### config.mk
export PLATFORM = sky130hd
export DESIGN_NAME = riscv_mem_arbiter
export DESIGN_NICKNAME = d
export VERILOG_FILES = /design/src/rtl/riscv_pkg.sv /design/src/rtl/riscv_owner_fifo.sv /design/src/rtl/riscv_mem_arbiter.sv
export SDC_FILE = /design/constraint.sdc
export NUM_CORES = 1
export LEC_CHECK = 0
export CAP_MARGIN = 20
export CORE_AREA = 2 2 140 142
export CTS_CLUSTER_SIZE = 8
export DETAILED_ROUTE_END_ITERATION = 8
export DIE_AREA = 0 0 142 144
export GPL_TIMING_DRIVEN = 0
export HOLD_SLACK_MARGIN = 0.1
export PLACE_DENSITY = 0.62
export SYNTH_ARGS = -nofsm -noshare
export SYNTH_HDL_FRONTEND = slang
export SYNTH_HIERARCHICAL = 1
export SYNTH_SLANG_ARGS = --single-unit
export TNS_END_PERCENT = 5
### constraint.sdc
create_clock -name clock -period 3.4 [get_ports clock]
set_input_delay 0.34 -clock clock [delete_from_list [all_inputs] [get_ports clock]]
set_output_delay 0.34 -clock clock [all_outputs]
set_load 0.005 [all_outputs]
### src/rtl/riscv_pkg.sv
// Shared definitions for the memory arbiter: owner encoding, owner FIFO default
// depth and the request payload presented to the AXI driver.
package riscv_pkg;

    localparam int unsigned OWNER_DEPTH_DEFAULT = 16;
    localparam int unsigned XLEN                = 32;

    typedef enum logic {
        OWNER_IFU = 1'b0,
        OWNER_LSU = 1'b1
    } owner_e;

    typedef struct packed {
        logic            rnw;
        logic [XLEN-1:0] addr;
        logic [XLEN-1:0] data;
    } mem_req_t;

endpackage

### src/rtl/riscv_owner_fifo.sv
// 1-bit owner FIFO: records which requester issued each outstanding read so
// in-order responses can be steered back. Pointers carry one extra wrap bit.
module riscv_owner_fifo #(
    parameter int unsigned DEPTH = 16
) (
    input  logic clock,
    input  logic reset,
    input  logic push_i,
    input  logic pop_i,
    input  logic din_i,
    output logic head_o,
    output logic full_o,
    output logic empty_o
);

    localparam int unsigned AW = $clog2(DEPTH);
    localparam int unsigned PW = AW + 1;

    logic [PW-1:0]    wr_ptr_q, wr_ptr_d;
    logic [PW-1:0]    rd_ptr_q, rd_ptr_d;
    logic [DEPTH-1:0] mem_q, mem_d;

    // Status flags, head and pointer/storage next-state
    always_comb begin
        full_o   = (wr_ptr_q[AW-1:0] == rd_ptr_q[AW-1:0]) && (wr_ptr_q[AW] != rd_ptr_q[AW]);
        empty_o  = (wr_ptr_q == rd_ptr_q);
        head_o   = mem_q[rd_ptr_q[AW-1:0]];
        wr_ptr_d = wr_ptr_q;
        rd_ptr_d = rd_ptr_q;
        mem_d    = mem_q;
        if (push_i && !full_o) begin
            mem_d[wr_ptr_q[AW-1:0]] = din_i;
            wr_ptr_d                = wr_ptr_q + PW'(1);
        end
        if (pop_i && !empty_o) begin
            rd_ptr_d = rd_ptr_q + PW'(1);
        end
    end

    // Pointer and storage registers
    always_ff @(posedge clock) begin
        if (reset) begin
            wr_ptr_q <= '0;
            rd_ptr_q <= '0;
            mem_q    <= '0;
        end else begin
            wr_ptr_q <= wr_ptr_d;
            rd_ptr_q <= rd_ptr_d;
            mem_q    <= mem_d;
        end
    end

endmodule

### src/rtl/riscv_mem_arbiter.sv
// Two-requester (fetch / load-store) arbiter in front of a single AXI driver
// request port, with grant lock and in-order response steering.
// Build option: define RISCV_MEM_ARB_ROUND_ROBIN_EN to alternate grants on
// conflict; otherwise the load/store unit always wins a conflict.
module riscv_mem_arbiter
    import riscv_pkg::*;
#(
    parameter int unsigned OWNER_DEPTH = OWNER_DEPTH_DEFAULT
) (
    input  logic        clock,
    input  logic        reset,
    input  logic        ifu_req_vld,
    input  logic [31:0] ifu_req_addr,
    output logic        ifu_req_ack,
    input  logic        lsu_req_vld,
    input  logic        lsu_req_rnw,
    input  logic [31:0] lsu_req_addr,
    input  logic [31:0] lsu_req_data,
    output logic        lsu_req_ack,
    output logic        ifu_rsp_vld,
    output logic [31:0] ifu_rsp_addr,
    output logic [31:0] ifu_rsp_data,
    output logic        lsu_rsp_vld,
    output logic [31:0] lsu_rsp_addr,
    output logic [31:0] lsu_rsp_data,
    output logic        mem_req_vld,
    output logic        mem_req_rnw,
    output logic [31:0] mem_req_addr,
    output logic [31:0] mem_req_data,
    input  logic        mem_req_ack,
    input  logic        mem_rsp_vld,
    input  logic [31:0] mem_rsp_addr,
    input  logic [31:0] mem_rsp_data,
    output logic        rsp_orphan
);

    typedef enum logic [1:0] {
        ARB_IDLE     = 2'd0,
        ARB_LOCK_IFU = 2'd1,
        ARB_LOCK_LSU = 2'd2
    } arb_state_e;

    arb_state_e state_q, state_d;
    logic       ifu_elig, lsu_elig;
    logic       gnt_vld;
    owner_e     gnt_owner;
    owner_e     conflict_winner;
    mem_req_t   req;
    logic       push, pop;
    logic       fifo_head, fifo_full, fifo_empty;
    logic       orphan_q, orphan_d;

`ifdef RISCV_MEM_ARB_ROUND_ROBIN_EN
    owner_e last_grant_q, last_grant_d;

    // Conflict goes to whoever did not win the last accepted request
    always_comb begin
        conflict_winner = (last_grant_q == OWNER_LSU) ? OWNER_IFU : OWNER_LSU;
        last_grant_d    = (gnt_vld && mem_req_ack) ? gnt_owner : last_grant_q;
    end

    // Last-grant register
    always_ff @(posedge clock) begin
        if (reset) last_grant_q <= OWNER_LSU;
        else       last_grant_q <= last_grant_d;
    end
`else
    // Fixed priority: load/store wins every conflict
    always_comb begin
        conflict_winner = OWNER_LSU;
    end
`endif

    // Eligibility: reads are held back while the owner FIFO is full
    always_comb begin
        ifu_elig = ifu_req_vld & ~fifo_full;
        lsu_elig = lsu_req_vld & (~lsu_req_rnw | ~fifo_full);
    end

    // Grant selection and lock next-state
    always_comb begin
        state_d   = state_q;
        gnt_vld   = 1'b0;
        gnt_owner = OWNER_LSU;
        unique case (state_q)
            ARB_LOCK_IFU: if (ifu_elig) begin
                gnt_vld   = 1'b1;
                gnt_owner = OWNER_IFU;
            end
            ARB_LOCK_LSU: if (lsu_elig) begin
                gnt_vld   = 1'b1;
                gnt_owner = OWNER_LSU;
            end
            default: ;
        endcase
        // An ineligible lock holder releases the lock and normal arbitration applies
        if (!gnt_vld) begin
            if (ifu_elig && lsu_elig) begin
                gnt_vld   = 1'b1;
                gnt_owner = conflict_winner;
            end else if (ifu_elig) begin
                gnt_vld   = 1'b1;
                gnt_owner = OWNER_IFU;
            end else if (lsu_elig) begin
                gnt_vld   = 1'b1;
                gnt_owner = OWNER_LSU;
            end
        end
        if (reset) gnt_vld = 1'b0;
        if (gnt_vld && !mem_req_ack) begin
            state_d = (gnt_owner == OWNER_IFU) ? ARB_LOCK_IFU : ARB_LOCK_LSU;
        end else begin
            state_d = ARB_IDLE;
        end
    end

    // Lock state register
    always_ff @(posedge clock) begin
        if (reset) state_q <= ARB_IDLE;
        else       state_q <= state_d;
    end

    // Request mux, ack routing and response steering
    always_comb begin
        req.rnw  = 1'b1;
        req.addr = ifu_req_addr;
        req.data = '0;
        if (gnt_owner == OWNER_LSU) begin
            req.rnw  = lsu_req_rnw;
            req.addr = lsu_req_addr;
            req.data = lsu_req_data;
        end
        mem_req_vld  = gnt_vld;
        mem_req_rnw  = req.rnw;
        mem_req_addr = req.addr;
        mem_req_data = req.data;
        ifu_req_ack  = gnt_vld & mem_req_ack & (gnt_owner == OWNER_IFU);
        lsu_req_ack  = gnt_vld & mem_req_ack & (gnt_owner == OWNER_LSU);
        push         = gnt_vld & req.rnw & mem_req_ack;
        pop          = mem_rsp_vld & ~fifo_empty & ~reset;
        ifu_rsp_vld  = pop & (owner_e'(fifo_head) == OWNER_IFU);
        lsu_rsp_vld  = pop & (owner_e'(fifo_head) == OWNER_LSU);
        ifu_rsp_addr = mem_rsp_addr;
        ifu_rsp_data = mem_rsp_data;
        lsu_rsp_addr = mem_rsp_addr;
        lsu_rsp_data = mem_rsp_data;
        orphan_d     = orphan_q | (mem_rsp_vld & fifo_empty & ~reset);
        rsp_orphan   = orphan_q;
    end

    // Sticky orphan-response flag
    always_ff @(posedge clock) begin
        if (reset) orphan_q <= 1'b0;
        else       orphan_q <= orphan_d;
    end

    riscv_owner_fifo #(
        .DEPTH (OWNER_DEPTH)
    ) u_owner_fifo (
        .clock   (clock),
        .reset   (reset),
        .push_i  (push),
        .pop_i   (pop),
        .din_i   (logic'(gnt_owner)),
        .head_o  (fifo_head),
        .full_o  (fifo_full),
        .empty_o (fifo_empty)
    );

endmodule

==> results by group <==
Run status
  • Status: finished, final reports clean

Routing
  • Vias/cell: 3.74
  • Routed len/inst: 17.5 um
  • 1st-pass router iterations: 4
  • First DRT Iteration DRCs: 163
  • Via count: 3,521
  • Residual DRC: 0
  • Antenna Nets Post-Route: 0
  • Routed WL: 16.5 mm

Yosys
  • Yosys warns: 6
  • Post-Syn Area: 3370 um2
  • Mapped Avg Cell Area: 8.65 um2
  • Syn_nets: 564
  • Number of enable flip-flop cells after synthesis: 0
  • Asr flop ratio synth: 0%
  • Syn Inst Count: 390
  • Yosys reg bits: 29
  • Register area share after synthesis: 17.2%
  • Post-synthesis cell type count: 39
  • Top FF cell, synth: dfxtp_1

Setup path
  • WS Path Type: reg2out
  • Capturing element type of the critical path: output pin
  • Flop-to-flop setup slack: 0.33 ns
  • Critical Path AT: 2.92 ns
  • Reg2reg start: u_owner_fifo/rd_ptr_q[3]
  • Register-to-Register Path Depth: 12
  • Worst Path Required: 3.06 ns
  • Critical path, cell by cell: buf_2 -> xnor2_1 -> nand4_1 -> buf_2 -> nor2_2 -> nand2b_4 -> a21oi_4 -> buf_4 -> mux2_2 -> clkdlybuf4s50_1
  • Critical path's slowest cell: clkdlybuf4s50_1
  • Most used cell, CP: buf_2
  • Crit path max fanout: 10
  • Crit path largest cell delay: 0.55 ns
  • Worst r2r dst: u_owner_fifo/wr_ptr_q[4]
  • Crit start category: register

Timing
  • Skew final: 0.00573 ns
  • RSZ-0062 raised after global routing: no
  • Sum of negative setup slack: 0 ns
  • Final Hold Viols: 0
  • Slew margin rel.: 55.0%
  • Shortest period the worst path allows: 3.26 ns
  • Setup-violating endpoint count in the final report: 0
  • Fin crit share: 96.0%
  • Pins over their slew limit: 0
  • Actual slew at the worst max-slew pin: 0.674 ns
  • Fmax: 306 MHz

Clocking
  • Max clock buf depth: 2
  • Clk sinks: 29
  • Clock root cell: clkbuf_16
  • Htree depth: 2
  • CTS tree: yes
  • CTS Buf Count: 5
  • Worst skew pair latency: 0.28 ns
  • Hold buffers post-CTS: 0
  • Clk pin slew, worst setup/hold paths: 0.05 ns

Flow run
  • Max_cap viols: 0

Floorplanning
  • Initial Util: 17.7%
  • # rows: 51
  • Die area: 20,400 um2
  • Core ar.: 19,100 um2
  • Die Span X: 142 um
  • Number of I/O pins: 366
  • Die Y: 144 um

Global route
  • Largest net degree at the start of global routing: 13
  • Congestion Overflow GR: 0
  • Global-route wire length before repair: 21.4 mm
  • Initial antenna violation count: 1
  • GRT Resource Usage Total: 14.5%
  • Vias in the first global route: 3,355

Worst hold path
  • Hold depth: 2
  • Hold Path End: u_owner_fifo/mem_q[12]
  • Hold Crit Start: u_owner_fifo/mem_q[12]
  • Hold Path Class: reg2reg

Layout
  • Layout cells sized above 1: 29.3%
  • Commonest cells after routing, fill and taps aside: clkdlybuf4s50_1 (301), buf_4 (135), mux2_2 (35)
  • Final instance count without filler cells: 942
  • Design Area, Final: 6870 um2
  • Nets@finish: 873
  • Most common cell after layout, fill and taps aside: clkdlybuf4s50_1
  • Fill cells: 1,942
  • Syn-to-layout area delta: 104%

Placement
  • Port Buf Inserts: 301
  • GP Congestion: 0.785
  • HPWL Detailed: 14.6 mm
  • Post-DP Area: 6680 um2
  • Number of cells after detailed placement: 929

Pwr
  • Lkg Pwr: 2.81 nW
  • VDD IR max: 0.146 mV
  • PwrDens: 216 nW/um2
how the worst max path moves through the flow:
stage          cells past startpoint                     start                       end  slack (ns)
4_1_cts                           11  u_owner_fifo/rd_ptr_q[0]           mem_req_data[5]        0.01
6_report                          10  u_owner_fifo/rd_ptr_q[3]          mem_req_addr[12]        0.14
5_1_grt                           10  u_owner_fifo/rd_ptr_q[0]           mem_req_addr[5]        0.01
3_5_place_dp                      12  u_owner_fifo/rd_ptr_q[0]  u_owner_fifo/wr_ptr_q[4]       -0.03
3_3_place_gp                      12  u_owner_fifo/rd_ptr_q[0]  u_owner_fifo/wr_ptr_q[4]      -0.008
2_1_floorplan                     12  u_owner_fifo/rd_ptr_q[0]  u_owner_fifo/wr_ptr_q[4]        0.74
synthesized netlist by cell type, types with 7 or more instances:
| library cell | count | area (um2) |
|---|---|---|
| nor2b_1 | 9 | 56.3 |
| mux2_2 | 35 | 394 |
| mux2i_1 | 18 | 180 |
| a21oi_1 | 7 | 35.0 |
| nor2_1 | 20 | 75.1 |
| clkbuf_1 | 8 | 30.0 |
| nand2_1 | 24 | 90.1 |
| buf_4 | 134 | 1010 |
| ha_1 | 7 | 87.6 |
| o21ai_0 | 8 | 40.0 |
| dfxtp_1 | 29 | 581 |
| and2_1 | 33 | 206 |
what timing repair did:
action | in CTS | in global routing
gates cloned | 0 | 0
endpoints found under the setup margin | 56 | 35
resized for setup | 2 | 6
pin swaps | 0 | 0
setup buffers | 1 | 0
per-layer routing:
metal | global-route usage [%] | up-vias | share of wire, %
met5 | 0 | - | 0
met4 | 1.89 | 0 | 0.41
met3 | 11.1 | 6 | 17
met2 | 24.2 | 182 | 48
met1 | 15.1 | 1549 | 35
li1 | - | 1784 | -
worst max-delay path: cells and delay by family, from the launching register on:
kind,cells,cell delay [ns]
muxes,1,0.35
DFF,1,0.30
buffers and inverters,4,1.25
AOI/OAI and AO/OA,1,0.22
xor gates and xnor gates,1,0.12
and+or+nand+nor,3,0.38
power breakdown:
| part | switching [mW] | internal, mW |
|---|---|---|
| registers | 0.00305 | 0.344 |
| clock network | 0.153 | 0.309 |
| logic | 0.195 | 0.478 |
| total | 0.351 | 1.13 |
cells by family after synthesis:
family | Yosys count | share of synthesized area (%)
buffers and inverters | 153 | 32.5
AND/OR/NAND/NOR | 101 | 16.3
multiplexers | 62 | 21.4
AO/OA/AOI/OAI | 32 | 8.23
flip-flops | 29 | 17.2
adder cells (fa/ha/maj) | 7 | 2.60
XOR/XNOR | 6 | 1.78
through the flow:
step	util [%]	total power, mW	hold WS [ns]	worst slack, ns
final	36.0	1.48	0.458	0.137
after CTS	35.9	1.50	0.457	0.00988
after floorplan	-	0.590	0.410	0.738
after global routing	35.9	1.55	0.472	0.0109
after global placement	35.0	1.03	0.443	-0.00752
after detailed placement	35.0	1.03	0.448	-0.0294
layout make-up:
class | count | area, um2 | area share [%]
well taps | 238 | 298 | 4.34
multi-input cells | 208 | 1700 | 24.7
repair buffers | 302 | 3020 | 44.0
diodes | 4 | 10.0 | 0.146
flip-flops and latches | 29 | 581 | 8.45
inverters | 6 | 22.5 | 0.328
plain buffers | 147 | 1080 | 15.7
clock buffers | 7 | 153 | 2.22
clock inverters | 1 | 5.00 | 0.0729
flip-flops by register name, summed over array words and instances, names as in the netlist:
register / cells
u_owner_fifo/rd_ptr_q: 5
rsp_orphan: 1
state_q: 2
u_owner_fifo/mem_q: 16
u_owner_fifo/wr_ptr_q: 5
No activity file was read; power rests on OpenSTA's default activity.
